**config.mk**
```make
export PLATFORM = sky130hd
export DESIGN_NAME = i2s_level_meter_flat
export DESIGN_NICKNAME = d
export VERILOG_FILES = /design/src/rtl/i2s_level_meter_pkg.sv /design/src/rtl/i2s_level_meter_if.sv /design/src/rtl/i2s_level_meter_chan.sv /design/src/rtl/i2s_level_meter.sv /design/src/flat_wrapper.sv
export SDC_FILE = /design/constraint.sdc
export NUM_CORES = 1
export LEC_CHECK = 0
export ABC_AREA = 1
export BUFFER_PORTS_ARGS = -buffer_cell sky130_fd_sc_hd__buf_4
export CORE_MARGIN = 2
export CORE_UTILIZATION = 30
export DETAILED_ROUTE_END_ITERATION = 12
export PLACE_DENSITY = 0.58
export SYNTH_ARGS = -nofsm -noshare
export SYNTH_HDL_FRONTEND = slang
export SYNTH_SLANG_ARGS = --single-unit
export TNS_END_PERCENT = 1
```
**constraint.sdc**
```tcl
create_clock -name lrclk -period 5.1 [get_ports lrclk]
set_input_delay 1.02 -clock lrclk [delete_from_list [all_inputs] [get_ports lrclk]]
set_output_delay 1.02 -clock lrclk [all_outputs]
set_load 0.005 [all_outputs]
```
**src/rtl/i2s_level_meter_pkg.sv**
```systemverilog
// level_meter_pkg: shared types and helpers for the I2S level meter.
// Holds the FSM state enum, magnitude width and a saturating abs.
package level_meter_pkg;

    typedef enum logic [1:0] {
        ST_IDLE,
        ST_SKIP,
        ST_ACCUM
    } state_t;

    localparam int unsigned AUDIO_DW_DEF = 32;
    localparam int unsigned ABS_MAX_W    = 64;

    // Magnitude drops the sign bit.
    function automatic int unsigned mag_w(input int unsigned dw);
        return dw - 1;
    endfunction

    localparam int unsigned MAG_W_DEF = mag_w(AUDIO_DW_DEF);

    // |x| of a sample sign-extended to ABS_MAX_W bits, clamped to
    // dw-1 bits so the most-negative code maps to all-ones.
    function automatic logic [ABS_MAX_W-1:0] sat_abs(
        input logic [ABS_MAX_W-1:0] x,
        input int unsigned          dw
    );
        logic [ABS_MAX_W-1:0] m;
        logic [ABS_MAX_W-1:0] lim;
        m   = x[ABS_MAX_W-1] ? (~x + ABS_MAX_W'(1)) : x;
        lim = (ABS_MAX_W'(1) << (dw - 1)) - ABS_MAX_W'(1);
        if (m > lim) begin
            m = lim;
        end
        return m;
    endfunction

endpackage

```
**src/rtl/i2s_level_meter_if.sv**
```systemverilog
// i2s_level_meter_if: meter control inputs, samples and results.
// master drives enable/clear/samples; slave (the meter) drives results.
interface i2s_level_meter_if #(
    parameter int unsigned AUDIO_DW   = 32,
    parameter int unsigned CLIP_CNT_W = 16
);
    logic                  enable;
    logic                  clear;
    logic [AUDIO_DW-1:0]   left_chan;
    logic [AUDIO_DW-1:0]   right_chan;
    logic [AUDIO_DW-2:0]   left_peak;
    logic [AUDIO_DW-2:0]   right_peak;
    logic                  peak_valid;
    logic [CLIP_CNT_W-1:0] left_clip_cnt;
    logic [CLIP_CNT_W-1:0] right_clip_cnt;
    logic                  clip_flag;

    modport master (
        output enable, clear, left_chan, right_chan,
        input  left_peak, right_peak, peak_valid,
        input  left_clip_cnt, right_clip_cnt, clip_flag
    );

    modport slave (
        input  enable, clear, left_chan, right_chan,
        output left_peak, right_peak, peak_valid,
        output left_clip_cnt, right_clip_cnt, clip_flag
    );
endinterface

```
**src/rtl/i2s_level_meter_chan.sv**
```systemverilog
// level_meter_chan: per-channel magnitude, peak and clip counter.
// In: lrclk, rst (async low), accum_en, window_end, clear, sample.
// Out: peak, clip_cnt, clip_hit. Macro LEVEL_METER_DECAY_EN selects
// peak-hold with exponential decay instead of windowed peak.
module level_meter_chan
    import level_meter_pkg::*;
#(
    parameter int unsigned AUDIO_DW    = 32,
    parameter int unsigned CLIP_CNT_W  = 16,
    parameter int unsigned DECAY_SHIFT = 6
) (
    input  logic                  lrclk,
    input  logic                  rst,
    input  logic                  accum_en,
    input  logic                  window_end,
    input  logic                  clear,
    input  logic [AUDIO_DW-1:0]   sample,
    output logic [AUDIO_DW-2:0]   peak,
    output logic [CLIP_CNT_W-1:0] clip_cnt,
    output logic                  clip_hit
);
    localparam int unsigned MW = mag_w(AUDIO_DW);

    logic [ABS_MAX_W-1:0] x_sext;
    logic [MW-1:0]        mag;

    assign x_sext = {{(ABS_MAX_W-AUDIO_DW){sample[AUDIO_DW-1]}},
                     sample};
    assign mag    = MW'(sat_abs(x_sext, AUDIO_DW));

    // All-ones magnitude covers both +full-scale and most-negative.
    assign clip_hit = accum_en & (&mag);

`ifdef LEVEL_METER_DECAY_EN
    logic [MW-1:0] dec;
    logic [MW-1:0] nxt;

    assign dec = peak - (peak >> DECAY_SHIFT);
    assign nxt = (mag > dec) ? mag : dec;

    // window_end strobes every accumulating frame in this mode.
    always_ff @(posedge lrclk or negedge rst) begin
        if (!rst) begin
            peak <= '0;
        end else if (clear) begin
            peak <= '0;
        end else if (window_end) begin
            peak <= nxt;
        end
    end
`else
    logic [MW-1:0] run;
    logic [MW-1:0] run_max;

    assign run_max = (mag > run) ? mag : run;

    // The window's last frame folds straight into the published peak
    // so no frame is lost between windows.
    always_ff @(posedge lrclk or negedge rst) begin
        if (!rst) begin
            run  <= '0;
            peak <= '0;
        end else if (clear) begin
            run  <= '0;
            peak <= '0;
        end else if (window_end) begin
            peak <= run_max;
            run  <= '0;
        end else if (accum_en) begin
            run  <= run_max;
        end else begin
            run  <= '0;
        end
    end
`endif

    always_ff @(posedge lrclk or negedge rst) begin
        if (!rst) begin
            clip_cnt <= '0;
        end else if (clear) begin
            clip_cnt <= '0;
        end else if (clip_hit && !(&clip_cnt)) begin
            clip_cnt <= clip_cnt + CLIP_CNT_W'(1);
        end
    end

endmodule

```
**src/rtl/i2s_level_meter.sv**
```systemverilog
// i2s_level_meter: stereo windowed peak meter with clip counters.
// Ports: rst (async low), lrclk (one posedge per frame), bus (slave
// modport: enable, clear, left/right_chan in; peaks, peak_valid,
// clip counters, clip_flag out). Macro LEVEL_METER_DECAY_EN enables
// decaying peak-hold in place of fixed windows.
module i2s_level_meter
    import level_meter_pkg::*;
#(
    parameter int unsigned AUDIO_DW    = 32,
    parameter int unsigned WINDOW_LOG2 = 10,
    parameter int unsigned CLIP_CNT_W  = 16,
    parameter int unsigned DECAY_SHIFT = 6
) (
    input  logic               rst,
    input  logic               lrclk,
    i2s_level_meter_if.slave   bus
);
    state_t state;
    state_t state_nxt;
    logic   accum_en;
    logic   window_end;
    logic   l_hit;
    logic   r_hit;

`ifndef LEVEL_METER_DECAY_EN
    logic [WINDOW_LOG2-1:0] cnt;
`endif

    always_ff @(posedge lrclk or negedge rst) begin
        if (!rst) begin
            state <= ST_IDLE;
        end else begin
            state <= state_nxt;
        end
    end

    // SKIP drops the first frame after enable: the receiver's
    // registers may still hold a stale or partial word.
    always_comb begin
        state_nxt = state;
        unique case (state)
            ST_IDLE:  state_nxt = bus.enable ? ST_SKIP : ST_IDLE;
            ST_SKIP:  state_nxt = bus.enable ? ST_ACCUM : ST_IDLE;
            ST_ACCUM: state_nxt = bus.enable ? ST_ACCUM : ST_IDLE;
            default:  state_nxt = ST_IDLE;
        endcase
    end

    // Dropping enable in ACCUM means the frame is not metered; the
    // running peak and counter then clear as IDLE is entered.
    always_comb begin
        accum_en = (state == ST_ACCUM) && bus.enable;
`ifdef LEVEL_METER_DECAY_EN
        window_end = accum_en;
`else
        window_end = accum_en && (&cnt);
`endif
    end

`ifndef LEVEL_METER_DECAY_EN
    always_ff @(posedge lrclk or negedge rst) begin
        if (!rst) begin
            cnt <= '0;
        end else if (clear_or_idle(bus.clear, accum_en, window_end)) begin
            cnt <= '0;
        end else begin
            cnt <= cnt + WINDOW_LOG2'(1);
        end
    end

    function automatic logic clear_or_idle(
        input logic clr,
        input logic acc,
        input logic wend
    );
        return clr || !acc || wend;
    endfunction
`endif

    always_ff @(posedge lrclk or negedge rst) begin
        if (!rst) begin
            bus.peak_valid <= 1'b0;
        end else if (bus.clear) begin
            bus.peak_valid <= 1'b0;
        end else begin
            bus.peak_valid <= window_end;
        end
    end

    always_ff @(posedge lrclk or negedge rst) begin
        if (!rst) begin
            bus.clip_flag <= 1'b0;
        end else if (bus.clear) begin
            bus.clip_flag <= 1'b0;
        end else if (l_hit || r_hit) begin
            bus.clip_flag <= 1'b1;
        end
    end

    level_meter_chan #(
        .AUDIO_DW    (AUDIO_DW),
        .CLIP_CNT_W  (CLIP_CNT_W),
        .DECAY_SHIFT (DECAY_SHIFT)
    ) u_left (
        .lrclk      (lrclk),
        .rst        (rst),
        .accum_en   (accum_en),
        .window_end (window_end),
        .clear      (bus.clear),
        .sample     (bus.left_chan),
        .peak       (bus.left_peak),
        .clip_cnt   (bus.left_clip_cnt),
        .clip_hit   (l_hit)
    );

    level_meter_chan #(
        .AUDIO_DW    (AUDIO_DW),
        .CLIP_CNT_W  (CLIP_CNT_W),
        .DECAY_SHIFT (DECAY_SHIFT)
    ) u_right (
        .lrclk      (lrclk),
        .rst        (rst),
        .accum_en   (accum_en),
        .window_end (window_end),
        .clear      (bus.clear),
        .sample     (bus.right_chan),
        .peak       (bus.right_peak),
        .clip_cnt   (bus.right_clip_cnt),
        .clip_hit   (r_hit)
    );

endmodule

```
**src/flat_wrapper.sv**
```systemverilog
// flat-port wrapper written by rule: the top's interface ports become plain ports
module i2s_level_meter_flat import level_meter_pkg::*;
#(
    parameter int unsigned AUDIO_DW    = 32,
    parameter int unsigned WINDOW_LOG2 = 10,
    parameter int unsigned CLIP_CNT_W  = 16,
    parameter int unsigned DECAY_SHIFT = 6
)
  (rst, lrclk, bus_enable, bus_clear, bus_left_chan, bus_right_chan, bus_left_peak, bus_right_peak, bus_peak_valid, bus_left_clip_cnt, bus_right_clip_cnt, bus_clip_flag);
  i2s_level_meter_if #(.AUDIO_DW(AUDIO_DW), .CLIP_CNT_W(CLIP_CNT_W)) bus_i ();
  input  logic rst;
  input  logic lrclk;
  input wire logic [$bits(bus_i.enable)-1:0] bus_enable;
  input wire logic [$bits(bus_i.clear)-1:0] bus_clear;
  input wire logic [$bits(bus_i.left_chan)-1:0] bus_left_chan;
  input wire logic [$bits(bus_i.right_chan)-1:0] bus_right_chan;
  output wire logic [$bits(bus_i.left_peak)-1:0] bus_left_peak;
  output wire logic [$bits(bus_i.right_peak)-1:0] bus_right_peak;
  output wire logic [$bits(bus_i.peak_valid)-1:0] bus_peak_valid;
  output wire logic [$bits(bus_i.left_clip_cnt)-1:0] bus_left_clip_cnt;
  output wire logic [$bits(bus_i.right_clip_cnt)-1:0] bus_right_clip_cnt;
  output wire logic [$bits(bus_i.clip_flag)-1:0] bus_clip_flag;
  assign bus_i.enable = bus_enable;
  assign bus_i.clear = bus_clear;
  assign bus_i.left_chan = bus_left_chan;
  assign bus_i.right_chan = bus_right_chan;
  assign bus_left_peak = bus_i.left_peak;
  assign bus_right_peak = bus_i.right_peak;
  assign bus_peak_valid = bus_i.peak_valid;
  assign bus_left_clip_cnt = bus_i.left_clip_cnt;
  assign bus_right_clip_cnt = bus_i.right_clip_cnt;
  assign bus_clip_flag = bus_i.clip_flag;
  i2s_level_meter #(.AUDIO_DW(AUDIO_DW), .WINDOW_LOG2(WINDOW_LOG2), .CLIP_CNT_W(CLIP_CNT_W), .DECAY_SHIFT(DECAY_SHIFT)) u_core (.rst(rst), .lrclk(lrclk), .bus(bus_i));
endmodule
```
==> impl_metrics.tcl <==
set metrics [dict create \
    run_status "completed" \
    finalSetupViolCount 0 \
    hold_viol 0 \
    hpwl_microns 27200 \
    p_int_uw 2360 \
    drt_iter0_markers 720 \
    drt-total-wl_microns 35700 \
    place_congestion 0.911 \
    die_w_microns 204 \
    avgViaCountPerCell 4.75 \
    cp_cell_sequence "buf_4, inv_1, ha_1, nand2_1, nor2_1, nand3_1, nand2_1, nand2_1, nand2_1, nand3_1, ha_1, nand2_1, nor2_1, nand2_1, nor4_1, nand2_1, nand2_1, nand2_1, o21ai_0, o21ai_0" \
    skew_ns 0.0105 \
    core_area_sq_um 39600 \
    tns_ns 0 \
    io-pin-count 164 \
    die_h_microns 204 \
    antenna_found_initial 0 \
    nets 2009 \
    seq_area_frac_synth 0.354 \
    grt_pass1_wl_microns 58200 \
    p_switching_uw 996 \
    clk_latency_ns 0.44 \
    post-route-period-util 0.828 \
    vias 11400 \
    r2r_setup_slack_ns 2.01 \
    ir_worst_vdd_mv 0.284 \
    cts_setup_buffers 0 \
    grt_pass1_vias 10900 \
    whs_ns 0.467 \
    area_growth_pct 19.3 \
    ant_nets 0 \
    rsz0062_at_grt "no" \
    final-max-slew-violation-count 0 \
    num_antenna_cells 0 \
    clkPwrFrac 0.404 \
    rows 73 \
    crit_top_cell "nand2_1" \
    power_frac_seq 0.409 \
    worst_setup_path_end_kind "register" \
    hp-class "reg -> reg" \
    min_period_ns 4.22 \
    path_max_fanout 16 \
    critical_path.startpoint_type "input pin" \
    first_pass_iters 7 \
    p_per_area_nw_per_um2 234 \
    htree_levels 4 \
    cts_tree "built" \
    crit_type "in -> reg" \
    groute.usage.overall 0.174 \
    clock-sinks 170 \
    maxCapViolations 0 \
    fillers 4262 \
    cpPeakStageDelay_ns 0.56 \
    dieArea_sq_um 41600 \
    p_sw_frac 0.297 \
    cts_buffers 17 \
    placed_cell_area_sq_um 13700 \
    fin_area_sq_um 14300 \
    drive_gt1_frac 0.145 \
    synth_area_sq_um 12000 \
    drc 0 \
    relSlewSlack 0.182 \
    pwr-share-comb 0.186 \
    root_buffer "clkbuf_16" \
    fin_util 0.361 \
    start_util 0.303 \
    synth_cell_types 39 \
    cpMaxStageDelayCell "o21ai_0" \
    p_leak_uw 0.00732 \
    cts_resized 0 \
    grt_max_degree 93 \
    fmax_ghz 0.237 \
    wl_per_cell_microns 14.8 \
    io_buffers 163 \
    worst_pin_slew_ns 1.22 \
    cts_buffer_depth 2 \
    required_ns 5.40 \
    syn_inst 1738 \
    clk_pin_slew_ns 0.07 \
    cp.arrival_ns 4.52 \
    postCtsHoldBufs 0 \
    ys_warn_count 0 \
    ys_seq_elements 170 \
    synth_fp_nets 1876 \
    grt.overflow.total 0 \
    syn_area_per_cell_sq_um 6.91 \
]
-- worst paths after layout --
kind	endpoint	cells past startpoint	start
worst max register to register	u_core.u_left.clip_cnt[3]	8	u_core.u_left.clip_cnt[4]
min in group asynchronous	u_core.u_right.clip_cnt[6]	1	rst
max in group asynchronous	u_core.u_left.peak[11]	2	rst
worst min register to register	u_core.cnt[0]	1	u_core.cnt[0]
worst min-delay path	u_core.cnt[0]	1	u_core.cnt[0]
worst max-delay path	u_core.u_right.peak[26]	20	bus_right_chan[0]
-- area by class of cell --
| class | count | area, sq um | area share |
|---|---|---|---|
| inverter | 227 | 852 | 0.0595 |
| multi-input combinational | 1283 | 6630 | 0.463 |
| sequential | 170 | 4250 | 0.297 |
| clock inverter | 13 | 168 | 0.0117 |
| timing repair buffer | 172 | 1320 | 0.0922 |
| tap | 525 | 657 | 0.0459 |
| clock buffer | 19 | 443 | 0.0309 |
-- kinds of logic (layout without fill, tap and decap cells) --
group / Yosys count / count (layout) / share of synthesized area
flip-flops: 170 / 170 / 0.354
buffers and inverters: 285 / 431 / 0.0949
AND/OR/NAND/NOR: 973 / 973 / 0.364
AO/OA/AOI/OAI: 203 / 203 / 0.0872
XOR/XNOR: 37 / 37 / 0.0270
adder cells (fa/ha/maj): 70 / 70 / 0.0729
-- state kept, by name, summed over array words and instances, names as in the netlist --
register                 flops
u_core.u_left.peak          31
u_core.u_left.run           31
u_core.u_right.peak         31
u_core.u_right.run          31
u_core.u_left.clip_cnt      16
u_core.u_right.clip_cnt     16
u_core.cnt                  10
u_core.state                 2
u_core.bus.clip_flag         1
u_core.bus.peak_valid        1
-- layer usage --
metal	part of all wire	track usage	vias up
li1	-	-	5860
met1	0.48	0.240	5308
met2	0.47	0.290	255
met3	0.045	0.0233	23
met4	0.011	0.0380	0
met5	0	0	-
-- placed cells by master, fill, tap and decap left out, types with 35 or more instances in the layout --
master	Yosys	final
buf_4	0	169
nor2_1	200	200
nand2_1	485	484
a21oi_1	44	44
o21ai_0	148	148
inv_1	222	222
dfrtp_1	170	170
nand3_1	129	129
xor2_1	35	35
ha_1	70	70
nand4_1	61	61
-- critical path: cells and delay by family --
kind,cells,cell delay (ns)
buffers and inverters,2,0.22
and+or+nand+nor,14,1.99
AOI/OAI and AO/OA,2,0.71
adders and majority gates,2,0.57
-- through the flow --
step,std cells,power (uW),setup slack [ns]
floorplan,1738,1800,1.17
global placement,2377,2020,0.475
detailed placement,2377,2020,0.442
CTS,2409,3400,0.901
global route,2409,3550,0.350
finish,2409,3350,0.876
-- power groups by stage --
stage	clock, uW	sequential (uW)	combinational [uW]
2_1_floorplan	0	1400	400
3_3_place_gp	0	1400	617
3_5_place_dp	0	1400	625
4_1_cts	1400	1370	630
5_1_grt	1450	1370	726
6_report	1360	1370	625
-- synthesized netlist by cell type --
cell      instances  area share
a21oi_1          44       0.018
buf_1             2     0.00063
nand3b_1          5      0.0031
a31oi_1           1     0.00052
nand2_2           7      0.0036
dfrtp_1         170        0.35
and2_1            1     0.00052
nor3b_1           3      0.0019
o21a_1            1     0.00063
clkbuf_1         35       0.011
o221ai_1          1     0.00073
nand3_4           2      0.0029
nand2_1         485        0.15
nand4_2           1      0.0010
nor2_1          200       0.063
nand2_4           2      0.0019
o21bai_1          1     0.00063
clkinv_1          1     0.00031
nor2_4            6      0.0056
nand4_1          61       0.032
a21boi_0          1     0.00063
nand3_1         129       0.054
nor2_2           17      0.0089
nor3_1           18      0.0075
ha_1             70       0.073
o21ai_0         148       0.062
o211ai_1          3      0.0019
xor2_1           35       0.026
inv_2             4      0.0013
inv_1           222       0.069
buf_2            14      0.0058
o21ai_2           3      0.0022
xnor2_1           2      0.0015
or2_2             1     0.00052
buf_6             7      0.0066
nor4_1            8      0.0042
nor3_2            1     0.00083
and3_1            1     0.00052
nand3_2          25       0.021
Note: power is estimated with default switching activity, not from simulation.
